`src/rtl/deser_fifo_pkg.sv`:
```
// Shared types and defaults for the serial-in / serial-out word queue.
package deser_fifo_pkg;

    localparam int DEF_WIDTH = 8;
    localparam int DEF_DEPTH = 8;

    typedef enum logic {
        IDLE  = 1'b0,
        SHIFT = 1'b1
    } ser_state_t;

    function automatic int cnt_width(input int depth);
        return $clog2(depth + 1);
    endfunction

endpackage

```
`src/rtl/deser_fifo_if.sv`:
```
// Serial bit-in, serial word-out bus of deser_fifo; the producer/consumer side is master.
interface deser_fifo_if
    import deser_fifo_pkg::*;
#(
    parameter int DEPTH = DEF_DEPTH
) ();

    localparam int CW = cnt_width(DEPTH);

    logic          data_in;
    logic          write_in;
    logic          dequeue_in;
    logic          data_out;
    logic          valid_out;
    logic          status_out;
    logic          empty_out;
    logic [CW-1:0] count_out;
    logic          overflow_out;

    modport master (
        output data_in, write_in, dequeue_in,
        input  data_out, valid_out, status_out, empty_out, count_out, overflow_out
    );

    modport slave (
        input  data_in, write_in, dequeue_in,
        output data_out, valid_out, status_out, empty_out, count_out, overflow_out
    );

endinterface

```
`src/rtl/fifo_ring.sv`:
```
// Circular word queue with registered count/full/empty; rdata shows the head word combinationally.
// A push on full is accepted only when a pop happens in the same cycle.
module fifo_ring #(
    parameter int WIDTH = 8,
    parameter int DEPTH = 8
) (
    input  logic                       clk,
    input  logic                       rst_n,
    input  logic                       push,
    input  logic                       pop,
    input  logic [WIDTH-1:0]           wdata,
    output logic [WIDTH-1:0]           rdata,
    output logic [$clog2(DEPTH+1)-1:0] count,
    output logic                       full,
    output logic                       empty
);

    localparam int AW = $clog2(DEPTH);
    localparam int CW = $clog2(DEPTH + 1);
    localparam logic [CW-1:0] DEPTH_C = CW'(DEPTH);

    logic [WIDTH-1:0] r_mem [DEPTH];
    logic [AW-1:0]    r_wptr;
    logic [AW-1:0]    r_rptr;
    logic [CW-1:0]    r_count;
    logic             r_full;
    logic             r_empty;

    logic             w_do_pop;
    logic             w_do_push;
    logic [CW-1:0]    w_count_nxt;

    assign w_do_pop  = pop & ~r_empty;
    assign w_do_push = push & (~r_full | w_do_pop);

    always_comb begin
        w_count_nxt = r_count;
        case ({w_do_push, w_do_pop})
            2'b10:   w_count_nxt = r_count + CW'(1);
            2'b01:   w_count_nxt = r_count - CW'(1);
            default: w_count_nxt = r_count;
        endcase
    end

    // DEPTH is a power of two, so pointers wrap by plain overflow.
    always_ff @(posedge clk or negedge rst_n) begin
        if (!rst_n) begin
            r_wptr  <= '0;
            r_rptr  <= '0;
            r_count <= '0;
            r_full  <= 1'b0;
            r_empty <= 1'b1;
        end else begin
            if (w_do_push) r_wptr <= r_wptr + AW'(1);
            if (w_do_pop)  r_rptr <= r_rptr + AW'(1);
            r_count <= w_count_nxt;
            r_full  <= (w_count_nxt == DEPTH_C);
            r_empty <= (w_count_nxt == '0);
        end
    end

    always_ff @(posedge clk) begin
        if (w_do_push) r_mem[r_wptr] <= wdata;
    end

    assign rdata = r_mem[r_rptr];
    assign count = r_count;
    assign full  = r_full;
    assign empty = r_empty;

endmodule

```
`src/rtl/deser_fifo.sv`:
```
// Deserialises strobed bits into words, queues them, and replays a word serially per dequeue edge.
// Strobes take one cycle to detect; a word is queued one cycle after its last bit; full queue drops and flags overflow.
module deser_fifo
    import deser_fifo_pkg::*;
#(
    parameter int WIDTH     = DEF_WIDTH,
    parameter int DEPTH     = DEF_DEPTH,
    parameter bit MSB_FIRST = 1'b1
) (
    input  logic  clock1M,
    input  logic  reset,
    deser_fifo_if.slave bus
);

    localparam int CW = cnt_width(DEPTH);
    localparam int BW = $clog2(WIDTH);
    localparam logic [BW-1:0] LAST_BIT = BW'(WIDTH - 1);

    logic             r_din_s;
    logic             r_wr_s;
    logic             r_wr_d;
    logic             r_deq_s;
    logic             r_deq_d;
    logic             w_wr_edge;
    logic             w_deq_edge;

    logic [WIDTH-1:0] r_asm;
    logic [BW-1:0]    r_bit_cnt;
    logic             r_push;
    logic [WIDTH-1:0] w_asm_nxt;

    logic [WIDTH-1:0] w_rdata;
    logic [CW-1:0]    w_count;
    logic             w_full;
    logic             w_empty;
    logic             r_overflow;

    ser_state_t       r_state;
    ser_state_t       w_state_nxt;
    logic [WIDTH-1:0] r_osr;
    logic [BW-1:0]    r_obit_cnt;
    logic             w_pop;
    logic             w_valid;
    logic             w_dout;

    always_ff @(posedge clock1M or negedge reset) begin
        if (!reset) begin
            r_din_s <= 1'b0;
            r_wr_s  <= 1'b0;
            r_wr_d  <= 1'b0;
            r_deq_s <= 1'b0;
            r_deq_d <= 1'b0;
        end else begin
            r_din_s <= bus.data_in;
            r_wr_s  <= bus.write_in;
            r_wr_d  <= r_wr_s;
            r_deq_s <= bus.dequeue_in;
            r_deq_d <= r_deq_s;
        end
    end

    assign w_wr_edge  = r_wr_s & ~r_wr_d;
    assign w_deq_edge = r_deq_s & ~r_deq_d;

    assign w_asm_nxt = MSB_FIRST ? {r_asm[WIDTH-2:0], r_din_s}
                                 : {r_din_s, r_asm[WIDTH-1:1]};

    // Strobe edges are at least two cycles apart, so r_asm is stable in the push cycle.
    always_ff @(posedge clock1M or negedge reset) begin
        if (!reset) begin
            r_asm     <= '0;
            r_bit_cnt <= '0;
            r_push    <= 1'b0;
        end else begin
            r_push <= 1'b0;
            if (w_wr_edge) begin
                r_asm <= w_asm_nxt;
                if (r_bit_cnt == LAST_BIT) begin
                    r_bit_cnt <= '0;
                    r_push    <= 1'b1;
                end else begin
                    r_bit_cnt <= r_bit_cnt + BW'(1);
                end
            end
        end
    end

    fifo_ring #(
        .WIDTH (WIDTH),
        .DEPTH (DEPTH)
    ) u_ring (
        .clk   (clock1M),
        .rst_n (reset),
        .push  (r_push),
        .pop   (w_pop),
        .wdata (r_asm),
        .rdata (w_rdata),
        .count (w_count),
        .full  (w_full),
        .empty (w_empty)
    );

    always_ff @(posedge clock1M or negedge reset) begin
        if (!reset) begin
            r_overflow <= 1'b0;
        end else if (r_push && w_full && !w_pop) begin
            r_overflow <= 1'b1;
        end
    end

    always_ff @(posedge clock1M or negedge reset) begin
        if (!reset) r_state <= IDLE;
        else        r_state <= w_state_nxt;
    end

    always_comb begin
        w_state_nxt = r_state;
        case (r_state)
            IDLE:  if (w_deq_edge && !w_empty)   w_state_nxt = SHIFT;
            SHIFT: if (r_obit_cnt == LAST_BIT)   w_state_nxt = IDLE;
            default:                             w_state_nxt = IDLE;
        endcase
    end

    always_comb begin
        w_pop   = 1'b0;
        w_valid = 1'b0;
        w_dout  = 1'b0;
        case (r_state)
            IDLE: w_pop = w_deq_edge & ~w_empty;
            SHIFT: begin
                w_valid = 1'b1;
                w_dout  = MSB_FIRST ? r_osr[WIDTH-1] : r_osr[0];
            end
            default: ;
        endcase
    end

    always_ff @(posedge clock1M or negedge reset) begin
        if (!reset) begin
            r_osr      <= '0;
            r_obit_cnt <= '0;
        end else if (w_pop) begin
            r_osr      <= w_rdata;
            r_obit_cnt <= '0;
        end else if (r_state == SHIFT) begin
            r_osr      <= MSB_FIRST ? (r_osr << 1) : (r_osr >> 1);
            r_obit_cnt <= (r_obit_cnt == LAST_BIT) ? '0 : r_obit_cnt + BW'(1);
        end
    end

    assign bus.data_out     = w_dout;
    assign bus.valid_out    = w_valid;
    assign bus.status_out   = w_full;
    assign bus.empty_out    = w_empty;
    assign bus.count_out    = w_count;
    assign bus.overflow_out = r_overflow;

endmodule

```
`src/flat_wrapper.sv`:
```
// flat-port wrapper written by rule: the top's interface ports become plain ports
module deser_fifo_flat import deser_fifo_pkg::*;
#(
    parameter int WIDTH     = DEF_WIDTH,
    parameter int DEPTH     = DEF_DEPTH,
    parameter bit MSB_FIRST = 1'b1
)
  (clock1M, reset, bus_data_in, bus_write_in, bus_dequeue_in, bus_data_out, bus_valid_out, bus_status_out, bus_empty_out, bus_count_out, bus_overflow_out);
  deser_fifo_if #(.DEPTH(DEPTH)) bus_i ();
  input  logic clock1M;
  input  logic reset;
  input wire logic [$bits(bus_i.data_in)-1:0] bus_data_in;
  input wire logic [$bits(bus_i.write_in)-1:0] bus_write_in;
  input wire logic [$bits(bus_i.dequeue_in)-1:0] bus_dequeue_in;
  output wire logic [$bits(bus_i.data_out)-1:0] bus_data_out;
  output wire logic [$bits(bus_i.valid_out)-1:0] bus_valid_out;
  output wire logic [$bits(bus_i.status_out)-1:0] bus_status_out;
  output wire logic [$bits(bus_i.empty_out)-1:0] bus_empty_out;
  output wire logic [$bits(bus_i.count_out)-1:0] bus_count_out;
  output wire logic [$bits(bus_i.overflow_out)-1:0] bus_overflow_out;
  assign bus_i.data_in = bus_data_in;
  assign bus_i.write_in = bus_write_in;
  assign bus_i.dequeue_in = bus_dequeue_in;
  assign bus_data_out = bus_i.data_out;
  assign bus_valid_out = bus_i.valid_out;
  assign bus_status_out = bus_i.status_out;
  assign bus_empty_out = bus_i.empty_out;
  assign bus_count_out = bus_i.count_out;
  assign bus_overflow_out = bus_i.overflow_out;
  deser_fifo #(.WIDTH(WIDTH), .DEPTH(DEPTH), .MSB_FIRST(MSB_FIRST)) u_core (.clock1M(clock1M), .reset(reset), .bus(bus_i));
endmodule
```
`config.mk`:
```
export PLATFORM = sky130hd
export DESIGN_NAME = deser_fifo_flat
export DESIGN_NICKNAME = d
export VERILOG_FILES = /design/src/rtl/deser_fifo_pkg.sv /design/src/rtl/deser_fifo_if.sv /design/src/rtl/fifo_ring.sv /design/src/rtl/deser_fifo.sv /design/src/flat_wrapper.sv
export SDC_FILE = /design/constraint.sdc
export NUM_CORES = 1
export LEC_CHECK = 0
export ABC_CLOCK_PERIOD_IN_PS = 5800
export CAP_MARGIN = 5
export CORE_UTILIZATION = 39
export DETAILED_ROUTE_END_ITERATION = 8
export PLACE_DENSITY = 0.64
export SKIP_LAST_GASP = 1
export SLEW_MARGIN = 20
export SYNTH_ARGS = -nofsm -noshare
export SYNTH_HDL_FRONTEND = slang
export SYNTH_HIERARCHICAL = 1
export SYNTH_SLANG_ARGS = --single-unit
```
`constraint.sdc`:
```
create_clock -name clock1M -period 5.8 [get_ports clock1M]
set_input_delay 1.45 -clock clock1M [delete_from_list [all_inputs] [get_ports clock1M]]
set_output_delay 1.45 -clock clock1M [all_outputs]
set_load 0.005 [all_outputs]
```
==> results.md <==
- Post-DP Area: 0.00463 mm^2
- Via density: 5.17
- First DRT Iteration DRCs: 132
- Final setup viols: 0
- DP HPWL: 4.47 mm
- Count of nets after finishing: 279
- Setup bufs post-CTS: 0
- PortBufs: 13
- CTS Buf Count: 9
- 1st-pass router iterations: 4
- Type of origin of the critical path: flip-flop
- Antenna diodes: 0
- Maximum clock rate: 0.262 GHz
- Routed wire length: 7.22 mm
- RSZ-0062 raised after global routing: no
- CTS Hold Bufs: 0
- Worst EP required: 6.07 ns
- All-Layer GR Usage: 0.138
- Post-synth net total: 263
- Peak supply drop: 223 uV
- Slew @ Worst Pin: 0.976 ns
- CTS tree: done
- Routed wire length per instance: 17.6 um
- Post-route DRC: 0
- Commonest non-fill, non-tap cells in the layout: edfxtp_1, dfrtp_1, mux4_1
- Final Hold Fails: 0
- CP endpoint kind: flip-flop
- #FFs+latches synth: 106
- Outcome: finished, final reports clean
- Core Footprint: 0.0109 mm^2
- Min-delay worst type: reg -> reg
- H-Tree Depth: 3
- Slew Viols, Final: 0
- First-pass GRT wire length: 11.5 mm
- Max_cap viols: 0
- Core Rows: 38
- Antenna-violating nets left: 0
- Final critical-path required period: 3.81 ns
- Initial antenna violation count: 0
- Via count: 2119
- Die ar.: 0.0117 mm^2
- Fillcell total: 945
- Grt total ovfl: 0
- Pwr per Cell Area: 438 mW/mm^2
- Post-cts sizing count: 0
- Post-Synthesis Cells: 249
- Clk buf depth: 2
- Avg Synthesized Cell Area: 17.6 um^2
- Die Y: 108 um
- Setup tns final: 0 ns
- Synth warnings: 6
- Largest net degree at the start of global routing: 43
- Layout Skew: 0.0163 ns
- Die X: 108 um
- P&R area growth vs syn: 9.65%
- CP max FO: 14
- Synthesized area: 0.00438 mm^2
- Sequential fraction of the synthesis area: 0.679
- Final clock period utilization by the worst path: 0.657
- Post-Layout Inst Area: 0.00481 mm^2
- CP arrival: 4.08 ns
- Register Area: 0.00297 mm^2
- Clk slew on worst S/H paths: 0.10 ns
- RePlAce Congestion: 0.734
- Max_slew headroom: 0.350
- Commonest non-fill, non-tap cell in the layout: edfxtp_1
- Clock latency on the worst-skew pair: 0.38 ns
- Sink Count: 106
- Multi-input gate area: 0.00133 mm^2
- Netlist cell types: 37
- Initial Utilization: 0.403
- Leak: 1.82 nW
- Vias in the first global route: 2109
- I/O pins: 14
- CTS root buffer: clkbuf_8
- Crit Path Class: reg -> reg
- Fraction of layout cells with a size suffix above 1: 0.115
[Yosys cell counts (all sizes together)]
cell | instances | share of area
o21a | 1 | 0.0017
xnor2 | 7 | 0.014
and2 | 3 | 0.0043
xor2 | 3 | 0.0060
a21oi | 4 | 0.0046
and3b | 1 | 0.0020
o21ai | 1 | 0.0011
a211oi | 1 | 0.0017
nand2 | 12 | 0.010
o31ai | 1 | 0.0017
mux4 | 16 | 0.096
a21o | 8 | 0.014
dfstp | 1 | 0.0060
ha | 9 | 0.026
clkbuf | 3 | 0.0026
nor4b | 2 | 0.0054
o21bai | 1 | 0.0017
dfrtp | 41 | 0.23
nor3 | 2 | 0.0023
a32o | 2 | 0.0046
a32oi | 1 | 0.0020
nor2 | 10 | 0.0086
buf | 7 | 0.014
inv | 3 | 0.0026
mux2 | 21 | 0.054
edfxtp | 64 | 0.44
nor2b | 6 | 0.0086
nor4bb | 1 | 0.0023
a22o | 10 | 0.020
and4 | 1 | 0.0020
nand2b | 6 | 0.0086
[where the power goes]
| group | leakage [nW] | internal [W] | switching (W) | total (W) |
|---|---|---|---|---|
| Clock | 0.0852 | 0.000162 | 0.000258 | 0.000419 |
| Sequential | 1.10 | 0.000965 | 0.000206 | 0.00117 |
| Combinational | 0.637 | 0.000326 | 0.000188 | 0.000513 |
[state kept, by name, indices dropped and copies added, names as in the netlist, 3 cells and up]
register,cells
u_core/u_ring/r_rptr,3
u_core/r_asm,8
u_core/u_ring/count,4
u_core/r_osr,8
u_core/r_obit_cnt,3
u_core/r_bit_cnt,3
u_core/u_ring/r_wptr,3
u_core/u_ring/r_mem,64
[worst max-delay path, cell delays in order, from the launching register on]
cell     delay, ns
dfrtp_1       0.56
nor4b_2       0.83
nor2b_1       0.56
o21a_1        0.27
inv_1         0.12
ha_1          0.25
xor2_1        0.18
ha_1          0.19
a21oi_1       0.14
xnor2_1       0.22
xnor2_1       0.13
a32o_1        0.27
[cell type report]
cell class,instances,share of cell area
inverters,3,0.00234
repair buffers,15,0.0292
flip-flops and latches,106,0.619
multi-input cells,130,0.276
clock buffers,10,0.0266
well taps,140,0.0364
clock inverters,6,0.0102
[layer usage]
| layer | wire length [um] | vias to the layer above | GRT usage | share of wire |
|---|---|---|---|---|
| met3 | 222 | 12 | 0.0452 | 0.031 |
| met2 | 3520 | 29 | 0.219 | 0.49 |
| met4 | 106 | 0 | 0.0499 | 0.015 |
| met5 | 0 | - | 0 | 0 |
| li1 | - | 994 | - | - |
| met1 | 3370 | 1084 | 0.176 | 0.47 |
[per-stage QoR]
stage | hold slack, ns | std cells | worst slack [ns] | power (W) | util
after floorplan | 0.347 | 249 | 2.92 | 0.00154 | -
after global placement | 0.357 | 394 | 2.27 | 0.00168 | 0.425
after detailed placement | 0.362 | 394 | 2.00 | 0.00171 | 0.425
after CTS | 0.384 | 410 | 1.99 | 0.00213 | 0.441
after global routing | 0.403 | 410 | 1.73 | 0.00224 | 0.441
final | 0.382 | 410 | 1.99 | 0.00210 | 0.441
[final timing paths]
path	startpoint	end	slack (ns)	cells past startpoint
max	u_core/r_state$_DFF_PN0_	u_core/u_ring/full$_DFF_PN0_	1.99	11
max reg2reg	u_core/r_state$_DFF_PN0_	u_core/u_ring/full$_DFF_PN0_	1.99	11
min in group asynchronous	reset	u_core/r_asm[5]$_DFFE_PN0P_	1.22	1
min reg2reg	u_core/r_wr_s$_DFF_PN0_	u_core/r_wr_d$_DFF_PN0_	0.38	0
min	u_core/r_wr_s$_DFF_PN0_	u_core/r_wr_d$_DFF_PN0_	0.38	0
max in group asynchronous	reset	u_core/r_obit_cnt[0]$_DFFE_PN0P_	3.96	1
[cell families after synthesis]
kind of cell             count (synthesis)  synth area share
multiplexers                            37             0.150
AO/OA/AOI/OAI                           30            0.0528
adder cells (fa/ha/maj)                  9            0.0257
AND/OR/NAND/NOR                         44            0.0542
buffers and inverters                   13            0.0188
flip-flops                             106             0.679
XOR/XNOR                                10            0.0200
Power figures use the tool's default switching activity.
==> RTL change, RTL diff (config.mk and constraints unchanged) <==
`DEF_DEPTH`: 8 -> 4.
--- a/src/rtl/deser_fifo_pkg.sv
+++ b/src/rtl/deser_fifo_pkg.sv
@@ -3,5 +3,5 @@
 
     localparam int DEF_WIDTH = 8;
-    localparam int DEF_DEPTH = 8;
+    localparam int DEF_DEPTH = 4;
 
     typedef enum logic {
Interface: changed (resized bus_count_out); port bits go from 14 to 13. No check against the original RTL was run, so the function may have changed too.
==> RTL change against the unedited design <==
Total power decreased by 25%. Die area shrank 34%. Sequential cell count decreased by 35. Clock skew decreased by 0.0094 ns. Wire length fell by 39%. Final area decreased by 32%. Critical path type unchanged. Combinational power decreased by 31%. Fmax is 15% higher. Global-route usage decreased by 0.14 points. Synthesized area fell by 35%. Setup slack gained 0.49 ns. Critical path depth down 1.
==> RTL change: results (changes against the unedited design) <==
** Clock tree
- Worst-Skew Late Latency :: 0.33 ns (-0.05 ns)
- The clock input transition at the sequential cells of the worst setup and hold paths is 0.07 ns (-0.03 ns).
- Number of buffers on the longest clock path :: 2 (unchanged)
- The number of buffers created by CTS is 9 (unchanged).

** Global route
- The met3 track demand over resource in global routing was 0.0607 (+0.0155).
- The global-route track usage on met1 came to 0.170 (-0.00635).
- Largest net degree at the start of global routing :: 40 (-7.0%)
- Global-route wire length before repair :: 7.51 mm (-34%)
- GR Util met2 :: 0.221 (+0.00159)
- GRT Overall Usage :: 0.137 (-0.00139)

** Synthesis
- The synthesized-area fraction occupied by xor and xnor cells was 0.0215 (+0.00152).
- By area the synthesized netlist is led by sky130_fd_sc_hd__edfxtp_1, sky130_fd_sc_hd__dfrtp_1, sky130_fd_sc_hd__mux4_2, sky130_fd_sc_hd__mux2_1, sky130_fd_sc_hd__ha_1.
- Async SR Flop Fraction :: 0.549 (+0.153)
- The flop and latch count out of synthesis was 71 (-33%).
- Count of flip-flops with a built-in enable after synthesis :: 32 (-50%)
- Fraction of the mapped netlist area in compound gates :: 0.0693 (+0.0165)
- The fraction of the mapped netlist area in adder cells was 0.0465 (+0.0208).
- After synthesis, the most frequently instantiated cells are sky130_fd_sc_hd__dfrtp_1, sky130_fd_sc_hd__edfxtp_1, sky130_fd_sc_hd__mux2_1.
- The synthesized net count is 182 (-31%).
- The mux cell area share after synthesis came to 0.114 (-0.0358).
- Part of the Yosys area used for sequential elements :: 0.680 (+0.00112)
- Among all flip-flop cells after synthesis, the most frequent one is sky130_fd_sc_hd__dfrtp_1.

** Layout
- The combined area of the multi-input logic cells came to 843 um^2 (-37%).
- Number of nets in the final layout :: 199 (-29%)
- Share of post-route cells with drive strength above 1 :: 0.153 (+0.0386)
- Signal buffers :: 12 (-3)
- Clock distribution area overhead in the final layout :: 0.0674 (+0.0307)
- The area of all sequential standard cells came to 1940 um^2 (-35%).
- The number of signal-net inverters in the final layout was 8 (+5).
- The multi-input gate count is 82 (-37%).
- The portion of the layout cell area used by non-clock buffers came to 0.0352 (+0.00608).

** Power
- The part of the total power dissipated in sequential elements came to 0.504 (-0.053).
- Leakage Power :: 1.34 nW (-27%)
- Total net switching power :: 454 uW (-30%)
- The power dissipated in combinational cells came to 353 uW (-31%).
- Maximum resistive drop on vdd :: 0.189 mV (-15%)
- Power consumed by sequential cells :: 791 uW (-32%)

** Setup path
- Critical Path Max Stage Delay :: 0.94 ns (+0.11 ns)
- The data arrival time of the critical path was 3.54 ns (-0.54 ns).

** Status
- The flow ran to the end, and the final reports show no timing, DRC or antenna violations.

** STA
- The headroom to the max-slew limit was 0.314 (-0.0359).

** Placement
- The global placement routability congestion is 0.703 (-4.2%).
- Detailed placer's ending HPWL :: 2.99 mm (-33%)

** Routing
- The number of DRC violations after detailed-routing iteration 0 is 81 (-39%).
- The average wire length per cell after detail routing was 15.3 um (-13%).
- Post-detailed-route via-to-cell ratio :: 4.85 (-6.2%)
RTL change: path summary, 6_finish.rpt:
path                                     start            endpoint  slack (ns)  depth (start not counted)
worst min register to register   u_core/r_wr_s       u_core/r_wr_d        0.37                          0
worst max register to register  u_core/r_state  u_core/u_ring/full        2.48                         10
max in group asynchronous                reset     u_core/r_asm[7]        4.06                          1
worst max-delay path            u_core/r_state  u_core/u_ring/full        2.48                         10
min in group asynchronous                reset     u_core/r_osr[0]        1.21                          1
worst min-delay path             u_core/r_wr_s       u_core/r_wr_d        0.37                          0
RTL change: metal layers:
metal	up-vias	share of wire
li1	646	-
met4	0	0.0089
met1	707	0.46
met3	7	0.040
met2	21	0.49
met5	-	0
RTL change: metrics by stage:
| step | cells | cell area (um^2) | setup WS [ns] |
|---|---|---|---|
| floorplan | 167 | 2850 | 3.28 |
| global placement | 269 | 3050 | 2.67 |
| detailed placement | 269 | 3050 | 2.43 |
| CTS | 285 | 3270 | 2.43 |
| global route | 285 | 3270 | 2.18 |
| finish | 285 | 3270 | 2.48 |
